<file path="config.mk">
export PLATFORM = sky130hd
export DESIGN_NAME = uart_ascii_hex_rx
export DESIGN_NICKNAME = d
export VERILOG_FILES = /design/src/rtl/uart_ascii_pkg.sv /design/src/rtl/uart_rx_byte.sv /design/src/rtl/uart_ascii_hex_rx.sv
export SDC_FILE = /design/constraint.sdc
export NUM_CORES = 1
export LEC_CHECK = 0
export ABC_AREA = 1
export ABC_CLOCK_PERIOD_IN_PS = 3000
export BUFFER_PORTS_ARGS = -buffer_cell sky130_fd_sc_hd__buf_2
export CAP_MARGIN = 10
export CORE_MARGIN = 3
export CORE_UTILIZATION = 40
export CTS_CLUSTER_SIZE = 25
export DETAILED_ROUTE_END_ITERATION = 12
export GPL_TIMING_DRIVEN = 0
export SYNTH_ARGS = -nofsm -noshare
export SYNTH_HDL_FRONTEND = slang
export SYNTH_SLANG_ARGS = --single-unit
</file>
<file path="constraint.sdc">
create_clock -name clk -period 3 [get_ports clk]
set_clock_uncertainty 0.1 [all_clocks]
set_input_delay 0.6 -clock clk [delete_from_list [all_inputs] [get_ports clk]]
set_output_delay 0.6 -clock clk [all_outputs]
set_load 0.05 [all_outputs]
</file>
<file path="src/rtl/uart_ascii_pkg.sv">
// Shared constants, FSM state type and ASCII hex decode helper for the UART hex receiver.
// Latency: n/a (declarations and a pure combinational function).
// Backpressure: n/a.
package uart_ascii_pkg;

  // Control characters
  localparam logic [7:0] ASCII_CR = 8'h0D;
  localparam logic [7:0] ASCII_LF = 8'h0A;

  // Hex digit ranges: '0'-'9', 'A'-'F', 'a'-'f'
  localparam logic [7:0] DIGIT_LO = 8'h30;
  localparam logic [7:0] DIGIT_HI = 8'h39;
  localparam logic [7:0] UPPER_LO = 8'h41;
  localparam logic [7:0] UPPER_HI = 8'h46;
  localparam logic [7:0] LOWER_LO = 8'h61;
  localparam logic [7:0] LOWER_HI = 8'h66;

  // Bit-level receive FSM states
  typedef enum logic [1:0] {
    IDLE  = 2'd0,
    START = 2'd1,
    DATA  = 2'd2,
    STOP  = 2'd3
  } rx_state_t;

  // Returns {is_hex, nibble}; nibble is 0 when the byte is not a hex digit.
  // Letters map via the low nibble + 9, which covers both cases at once.
  function automatic logic [4:0] hex_nibble(input logic [7:0] b);
    logic [4:0] r;
    r = 5'b0;
    if (b >= DIGIT_LO && b <= DIGIT_HI) begin
      r = {1'b1, 4'(b - DIGIT_LO)};
    end else if ((b >= UPPER_LO && b <= UPPER_HI) ||
                 (b >= LOWER_LO && b <= LOWER_HI)) begin
      r = {1'b1, 4'(b[3:0] + 4'd9)};
    end
    return r;
  endfunction

endpackage

</file>
<file path="src/rtl/uart_rx_byte.sv">
// 8N1 UART byte receiver: 2-flop synchronizer, idle qualification and bit-timing FSM.
// Latency: byte_done/frame_err_raw assert combinationally in the stop-bit sample cycle.
// Backpressure: none; every received byte is presented once and must be consumed that cycle.
module uart_rx_byte
  import uart_ascii_pkg::*;
#(
  parameter int CLKS_PER_BIT = 5208,
  parameter int CNT_W        = 13
) (
  input  logic       clk,
  input  logic       rst_n,
  input  logic       rx,
  output logic [7:0] rx_byte,
  output logic       byte_done,
  output logic       frame_err_raw
);

  localparam logic [CNT_W-1:0] HALF_M1 = CNT_W'(CLKS_PER_BIT / 2 - 1);
  localparam logic [CNT_W-1:0] FULL_M1 = CNT_W'(CLKS_PER_BIT - 1);

  logic             sync1;
  logic             rxs;
  logic [1:0]       sync_fill;
  logic             seen_idle;
  rx_state_t        state;
  logic [CNT_W-1:0] cnt;
  logic [2:0]       bit_idx;
  logic [7:0]       shreg;
  logic             stop_sample;

  // Two-flop synchronizer; sync_fill tracks when rxs holds a real sample
  // rather than the reset preload, so a line held low through reset release
  // cannot be mistaken for idle.
  always_ff @(posedge clk) begin
    if (!rst_n) begin
      sync1     <= 1'b1;
      rxs       <= 1'b1;
      sync_fill <= 2'b00;
    end else begin
      sync1     <= rx;
      rxs       <= sync1;
      sync_fill <= {sync_fill[0], 1'b1};
    end
  end

  // Arm start-bit detection only once the line has genuinely been seen high.
  always_ff @(posedge clk) begin
    if (!rst_n) begin
      seen_idle <= 1'b0;
    end else if (sync_fill[1] && rxs) begin
      seen_idle <= 1'b1;
    end
  end

  // Bit-timing FSM: mid-start check, then one sample per bit period.
  always_ff @(posedge clk) begin
    if (!rst_n) begin
      state   <= IDLE;
      cnt     <= '0;
      bit_idx <= 3'd0;
      shreg   <= 8'h00;
    end else begin
      case (state)
        IDLE: begin
          if (seen_idle && !rxs) begin
            state <= START;
            cnt   <= '0;
          end
        end
        START: begin
          if (cnt == HALF_M1) begin
            cnt     <= '0;
            bit_idx <= 3'd0;
            // Line back high at mid-start means a glitch, not a frame.
            state   <= rxs ? IDLE : DATA;
          end else begin
            cnt <= cnt + CNT_W'(1);
          end
        end
        DATA: begin
          if (cnt == FULL_M1) begin
            cnt            <= '0;
            shreg[bit_idx] <= rxs;
            bit_idx        <= bit_idx + 3'd1;
            if (bit_idx == 3'd7) begin
              state <= STOP;
            end
          end else begin
            cnt <= cnt + CNT_W'(1);
          end
        end
        STOP: begin
          if (cnt == FULL_M1) begin
            // Return at mid-stop so an immediate next start edge is caught.
            cnt   <= '0;
            state <= IDLE;
          end else begin
            cnt <= cnt + CNT_W'(1);
          end
        end
        default: begin
          state <= IDLE;
          cnt   <= '0;
        end
      endcase
    end
  end

  // The stop-bit sample cycle qualifies the assembled byte.
  assign stop_sample   = (state == STOP) && (cnt == FULL_M1);
  assign byte_done     = stop_sample && rxs;
  assign frame_err_raw = stop_sample && !rxs;
  assign rx_byte       = shreg;

endmodule

</file>
<file path="src/rtl/uart_ascii_hex_rx.sv">
// ASCII hex line receiver: accumulates up to four hex digits and commits them on CR.
// Latency: data/data_valid/char_err/frame_err/nibble_cnt update 1 clk after the stop-bit sample.
// Backpressure: none; data_valid is a single-cycle strobe and data holds until the next commit.
module uart_ascii_hex_rx
  import uart_ascii_pkg::*;
#(
  parameter int CLKS_PER_BIT = 5208,
  parameter int CNT_W        = 13
) (
  input  logic        clk,
  input  logic        rst_n,
  input  logic        rx,
  output logic [15:0] data,
  output logic        data_valid,
  output logic        char_err,
  output logic        frame_err,
  output logic [2:0]  nibble_cnt
);

  logic [7:0]  rx_byte;
  logic        byte_done;
  logic        frame_err_raw;
  logic [4:0]  hex_info;
  logic [15:0] acc;

  uart_rx_byte #(
    .CLKS_PER_BIT (CLKS_PER_BIT),
    .CNT_W        (CNT_W)
  ) u_rx_byte (
    .clk           (clk),
    .rst_n         (rst_n),
    .rx            (rx),
    .rx_byte       (rx_byte),
    .byte_done     (byte_done),
    .frame_err_raw (frame_err_raw)
  );

  assign hex_info = hex_nibble(rx_byte);

  // Decode each received byte: shift in digits, commit on CR, clear on errors.
  always_ff @(posedge clk) begin
    if (!rst_n) begin
      data       <= 16'h0000;
      data_valid <= 1'b0;
      char_err   <= 1'b0;
      frame_err  <= 1'b0;
      nibble_cnt <= 3'd0;
      acc        <= 16'h0000;
    end else begin
      data_valid <= 1'b0;
      char_err   <= 1'b0;
      frame_err  <= 1'b0;
      if (frame_err_raw) begin
        // Corrupt frame: drop the byte and any partial value.
        frame_err  <= 1'b1;
        acc        <= 16'h0000;
        nibble_cnt <= 3'd0;
      end else if (byte_done) begin
        if (hex_info[4]) begin
          // Oldest digit falls off the top, so the last four are kept.
          acc <= {acc[11:0], hex_info[3:0]};
          if (nibble_cnt != 3'd4) begin
            nibble_cnt <= nibble_cnt + 3'd1;
          end
        end else if (rx_byte == ASCII_CR) begin
          // A bare CR (no digits) is a no-op rather than committing zero.
          if (nibble_cnt != 3'd0) begin
            data       <= acc;
            data_valid <= 1'b1;
            acc        <= 16'h0000;
            nibble_cnt <= 3'd0;
          end
        end else if (rx_byte != ASCII_LF) begin
          // Anything other than a digit, CR or LF poisons the current value.
          char_err   <= 1'b1;
          acc        <= 16'h0000;
          nibble_cnt <= 3'd0;
        end
      end
    end
  end

endmodule

</file>
==> flow_metrics.py, run 1 <==
metrics = {
    "layout": {
        "utilization": 0.476,
        "synthToLayoutAreaGrowth_pct": 13.2,
        "layout-drive-gt1-share": 0.151,
        "multi_input_area_um2": 1680,
        "instances_no_fill": 600,
        "fillCellCount": 786,
        "nets": 509,
        "regArea_um2": 1380,
        "diodes": 0,
    },
    "clock_network": {
        "htree_levels": 3,
        "cts_tree": "yes",
        "clkSinkCount": 69,
        "postCtsSetupRepairBufs": 0,
        "clockBufferDepth": 2,
        "postCtsHoldBufs": 0,
        "cts_made_buffers": 9,
        "cts_resized": 0,
        "insertion_delay_ps": 350,
        "clock-root-buffer": "clkbuf_8",
        "path_clk_slew_ps": 80,
    },
    "global_route": {
        "grt_pass1_vias": 2746,
        "grt_overflow": 0,
        "grt_usage": 0.164,
        "grt_start_max_net_pins": 16,
        "grt_pass1_wl_mm": 12.9,
        "antenna_found_initial": 0,
    },
    "die": {
        "dieArea_um2": 9420,
        "die_h_um": 97.1,
        "die_w_um": 97.1,
        "rows": 32,
        "start_util": 0.421,
        "pin_count": 25,
        "core_area_um2": 7890,
    },
    "timing": {
        "min_period_over_period": 0.678,
        "relSlewSlack": 0.626,
        "period_needed_ps": 2030,
        "fin_hold_ws_ps": 322,
        "max_clock_freq_ghz": 0.492,
        "slew_violations": 0,
        "finalSetupTns_ps": 0,
        "rsz0062_at_grt": "false",
        "tightest_slew_ps": 555,
        "hold_viol_final": 0,
        "setup_viol": 0,
    },
    "place": {
        "dp_hpwl_mm": 5.27,
        "gp_congestion": 0.837,
        "io_buffers": 24,
        "dp.cells": 584,
    },
    "power": {
        "power_density_nw_per_um2": 518,
        "ir_drop_mv": 0.259,
        "leakage_nw": 1.59,
    },
    "synth": {
        "synthDistinctLibCells": 30,
        "syn_avg_cell_area_um2": 7.24,
        "syn_inst": 458,
        "synth-edff-count": 0,
        "synth_seq_cells": 69,
        "ys_top_cells_by_area": "dfxtp_1 (42%), nand2_1 (11%), nor2_1 (7.1%)",
        "synth_top_cell_by_area": "dfxtp_1",
        "synth-main-ff-cell": "dfxtp_1",
        "synth_common_cells": "nand2_1 (100), dfxtp_1 (69), nor2_1 (63)",
        "netlist.area_leader.share": 0.416,
        "yosys.cell_count.top_type": "nand2_1",
        "ys_seq_area_frac": 0.416,
        "synth-async-reset-ratio": 0,
        "ys_warn_count": 0,
        "syn_nets": 474,
        "syn_area_um2": 3320,
    },
    "routing": {
        "routed_wl_mm": 7.28,
        "wire_per_inst_um": 12.1,
        "ant_nets": 0,
        "drt-initial-drc-count": 78,
        "viasPerCell": 4.83,
        "first_pass_iters": 4,
        "num_vias": 2895,
        "drc_errors": 0,
    },
    "worst_setup_path": {
        "arrival_ps": 2180,
        "path_buf_inv": 2,
        "critPathSlowestCell": "dfxtp_1",
        "endpoint_kind": "flop",
        "startpoint": "u_rx_byte.cnt[1]",
        "cp_top_family": "simple AND/OR/NAND/NOR gates",
        "worst_ep_required_time_ps": 3150,
        "r2r_start": "u_rx_byte.cnt[1]",
        "critPathCapture": "data[2]",
        "reg2reg_to": "data[2]",
        "crit_cells": 11,
        "slowest_delay_ps": 360,
        "crit_chain": "ha_1 > nand2_2 > nor2_2 > nand3_4 > nor2_4 > nand2_4 > nor2_8 > inv_4 > buf_6 > nor2_2 > nor2_1",
        "cp_max_fo": 10,
        "cp-start-kind": "flop",
        "r2r_slack_ps": 970,
        "worstSetupPathType": "flop to flop",
        "reg2regPathDepth": 11,
        "worst_path_most_repeated_cell": "nor2_2",
    },
    "flow_run": {
        "maxCapViolCount": 0,
    },
    "run_status": {
        "status": "completed",
    },
    "min_path": {
        "min_path_type": "flop to flop",
    },
}
[sequential cells by signal (all words and copies together), names as in the netlist, named ones only]
signal               flops
acc                     16
data                    16
u_rx_byte.cnt           13
u_rx_byte.rx_byte        8
nibble_cnt               3
u_rx_byte.bit_idx        3
u_rx_byte.sync_fill      2
char_err                 1
data_valid               1
frame_err                1
u_rx_byte.rxs            1
u_rx_byte.seen_idle      1
u_rx_byte.state          1
u_rx_byte.sync1          1
[worst reg2reg max path, stage by stage (launching register included)]
cell and delay [ps]:
dfxtp_1 360, ha_1 250, nand2_2 90, nor2_2 150
nand3_4 150, nor2_4 170, nand2_4 110, nor2_8 170
inv_4 80, buf_6 160, nor2_2 90, nor2_1 50
[layout by cell type, fill, tap and decap left out, types with 4 or more instances in the layout]
master / n
a21oi_1: 45
nand3_1: 26
buf_2: 26
clkbuf_8: 9
o21ai_1: 10
clkbuf_1: 8
dfxtp_1: 69
nor2_1: 63
nand4_1: 6
xor2_1: 6
nand2_1: 100
or2_2: 4
ha_1: 13
o21ai_0: 23
nor2_2: 13
o41ai_1: 4
buf_6: 4
nand3b_1: 4
inv_1: 40
inv_2: 4
[power by group]
group | internal (mW) | switching [mW] | total, mW
clock | 0.320 | 0.418 | 0.738
sequential | 0.933 | 0.0236 | 0.957
combinational | 0.0636 | 0.187 | 0.251
total | 1.32 | 0.629 | 1.95
[stage by stage]
step | power, mW | cell area [um^2] | setup WS, ps
after floorplan | 1.15 | 3320 | 1020
after global placement | 1.23 | 3560 | 966
after detailed placement | 1.23 | 3560 | 960
after CTS | 1.97 | 3750 | 947
after global routing | 2.05 | 3750 | 733
final | 1.95 | 3750 | 967
[cells by family after synthesis]
kind of cell             Yosys count  share of synthesized area
AO/OA/AOI/OAI                     83                      0.130
AND/OR/NAND/NOR                  227                      0.310
buffers and inverters             60                     0.0785
adder cells (fa/ha/maj)           13                     0.0490
flip-flops                        69                      0.416
XOR/XNOR                           6                     0.0158
[layer usage]
metal,part of all wire,wire [um],GRT usage,vias up
met5,0,0,0,-
li1,-,-,-,1554
met1,0.51,3720,0.222,1303
met3,0.028,203,0.0380,9
met4,0.013,96,0.0551,0
met2,0.45,3260,0.257,29
[worst min-delay path by stage]
stage               slack (ps)                    from  cells past startpoint                endpoint
floorplan                  290  u_rx_byte.sync_fill[0]                      2  u_rx_byte.sync_fill[1]
global placement           300         u_rx_byte.sync1                      1           u_rx_byte.rxs
detailed placement         300         u_rx_byte.sync1                      1           u_rx_byte.rxs
CTS                        320         u_rx_byte.sync1                      1           u_rx_byte.rxs
global route               340                   rst_n                      1  u_rx_byte.sync_fill[0]
finish                     320         u_rx_byte.sync1                      1           u_rx_byte.rxs
[layout make-up]
| cell class | instances | area share |
|---|---|---|
| inverter | 46 | 0.0467 |
| clock inverter | 7 | 0.0173 |
| buffer | 14 | 0.0227 |
| timing repair buffer | 24 | 0.0320 |
| sequential | 69 | 0.368 |
| clock buffer | 9 | 0.0330 |
| multi-input combinational | 329 | 0.446 |
| tap | 102 | 0.0340 |
Power figures use the tool's default switching activity.
==> run 2, diff against run 1 <==
--- a/config.mk
+++ b/config.mk
@@ -6,7 +6,7 @@
 export NUM_CORES = 1
 export LEC_CHECK = 0
 export ABC_AREA = 1
-export ABC_CLOCK_PERIOD_IN_PS = 3000
+export ABC_CLOCK_PERIOD_IN_PS = 1800
 export BUFFER_PORTS_ARGS = -buffer_cell sky130_fd_sc_hd__buf_2
 export CAP_MARGIN = 10
 export CORE_MARGIN = 3
==> constraint.sdc (replaced) <==
create_clock -name clk -period 1.8 [get_ports clk]
set_clock_uncertainty 0.1 [all_clocks]
set_input_delay 0.36 -clock clk [delete_from_list [all_inputs] [get_ports clk]]
set_output_delay 0.36 -clock clk [all_outputs]
set_load 0.05 [all_outputs]
==> run 2 against run 1 <==
Compared with the run above:
- the flow now finishes with violations (negative setup slack)
- register-to-register slack worse by 990 ps
- critical path depth down 1
- power up 70%
- first-iteration DRC count up 21%
- maximum frequency up 12%
- flip-flop and latch count unchanged
- sequential share of layout area down 4.6 points
- critical path type unchanged
- largest cell class unchanged
- highest routed layer unchanged
==> flow_metrics.py, run 2 (synthesized netlist as in run 1, its figures left out) <==
metrics = {
    "flow_run": {
        "maxCapViolCount": 0,
    },
    "clock_network": {
        "path_clk_slew_ps": 90,
        "cts_tree": "yes",
        "clock-root-buffer": "clkbuf_8",
        "insertion_delay_ps": 350,
        "clkSinkCount": 69,
        "clockBufferDepth": 2,
        "cts_made_buffers": 9,
        "htree_levels": 3,
    },
    "place": {
        "dp_hpwl_mm": 5.28,
        "post-place-ws_ps": -294,
        "gp_congestion": 0.865,
        "io_buffers": 24,
    },
    "min_path": {
        "min_from": "rx",
        "min_path_type": "input pin to flop",
    },
    "timing": {
        "max_clock_freq_ghz": 0.549,
        "hold_viol_final": 0,
        "rsz0062_at_grt": "true",
        "slew_violations": 0,
        "setup_viol": 4,
        "tightest_slew_ps": 636,
        "min_period_over_period": 1.01,
        "period_needed_ps": 1820,
        "relSlewSlack": 0.576,
        "fin_ws_ps": -21.7,
    },
    "die": {
        "die_w_um": 97.1,
        "pin_count": 25,
        "rows": 32,
        "dieArea_um2": 9420,
        "core_area_um2": 7890,
        "die_h_um": 97.1,
        "start_util": 0.421,
    },
    "layout": {
        "fillCellCount": 726,
        "regArea_um2": 1400,
        "layout-drive-gt1-share": 0.335,
        "diodes": 0,
        "top_regs": "acc: 16 flops, data: 16 flops, u_rx_byte.cnt: 13 flops",
        "final_common_cell": "nand2_1",
        "mostFrequentLayoutCells": "nand2_1 (84), dfxtp_1 (56), nor2_1 (41)",
        "utilization": 0.552,
        "multi_input_area_um2": 2030,
        "synthToLayoutAreaGrowth_pct": 31.2,
        "nets": 528,
    },
    "power": {
        "comb_power_share": 0.147,
        "clkPwrFrac": 0.369,
        "switching_power_mw": 1.08,
        "leakage_nw": 1.77,
        "p_int_mw": 2.22,
        "power_density_nw_per_um2": 759,
        "p_seq_frac": 0.484,
        "ir_drop_mv": 0.395,
        "switching_share": 0.326,
    },
    "run_status": {
        "status": "finished, violations left",
        "violations": "negative setup slack",
    },
    "routing": {
        "viasPerCell": 5.07,
        "first_pass_iters": 4,
        "ant_nets": 0,
        "wire_per_inst_um": 13.1,
        "drt-initial-drc-count": 94,
        "drc_errors": 0,
        "num_vias": 3140,
        "routed_wl_mm": 8.09,
    },
    "global_route": {
        "grt_overflow": 0,
        "grt_usage": 0.173,
        "antenna_found_initial": 0,
        "grt_pass1_wl_mm": 13.5,
        "grt_pass1_vias": 2914,
        "grt_start_max_net_pins": 16,
    },
    "worst_setup_path": {
        "worst_ep_required_time_ps": 1940,
        "cp_max_fo": 6,
        "cp-start-kind": "flop",
        "arrival_ps": 1970,
        "worstSetupPathType": "flop to flop",
        "r2r_start": "u_rx_byte.cnt[0]",
        "startpoint": "u_rx_byte.cnt[0]",
        "endpoint_kind": "flop",
    },
}
## run 2: cell count changes in the layout (fill, tap and decap cells not counted), moves of 12 or more
cell / change
nor2_1: -22
nor2_4: +18
nand2_1: -16
dfxtp_1: -13
buf_4: +12
dfxtp_2: +12
## run 2: critical path, cell delays in order, from the launching register on
cell	delay, ps
dfxtp_2	360
ha_4	160
nand2_4	60
nor2_4	120
nand3_4	100
nor2_4	150
buf_6	120
nand4_4	170
buf_6	220
nand2_1	70
a21oi_1	70
## run 2: power by group through the flow
stage	combinational (mW)	sequential, mW	clock [mW]
2_1_floorplan	0.303	1.62	0
3_3_place_gp	0.420	1.63	0
3_5_place_dp	0.425	1.63	0
4_1_cts	0.445	1.59	1.24
5_1_grt	0.544	1.60	1.31
6_report	0.487	1.60	1.22
## run 2: timing repair
item,in CTS,in global routing
gates cloned,1,2
pin swaps,7,23
endpoints found under the setup margin,63,61
setup buffers,13,4
hold buffers,0,0
resized for setup,34,97
## run 2: path summary, 6_finish.rpt
check | end | slack (ps) | depth (start not counted)
max reg2reg | acc[10] | -20 | 10
min | u_rx_byte.sync1 | 120 | 2
min reg2reg | u_rx_byte.rxs | 320 | 1
max | acc[10] | -20 | 10
## run 2: layout make-up
class	instances	share of cell area
Buffer	13	0.0242
Clock buffer	9	0.0285
Clock inverter	7	0.0144
Inverter	46	0.0414
Multi-Input combinational cell	329	0.465
Sequential cell	69	0.322
Tap cell	102	0.0293
Timing Repair Buffer	44	0.0750
## run 2: routing by layer
metal	GRT usage	wire, um
met2	0.279	3800
met1	0.225	3840
met4	0.0821	191
met3	0.0287	254
met5	0	0
## run 2: metrics by stage
stage	hold slack, ps	instance area (um^2)	setup TNS, ps	total power [mW]	cells
2_1_floorplan	288	3320	0	1.92	458
3_3_place_gp	297	3570	-11000	2.05	584
3_5_place_dp	299	3570	-10660	2.06	584
4_1_cts	106	3990	0	3.28	613
5_1_grt	128	4350	-2830	3.46	619
6_report	120	4350	-54.0	3.30	619
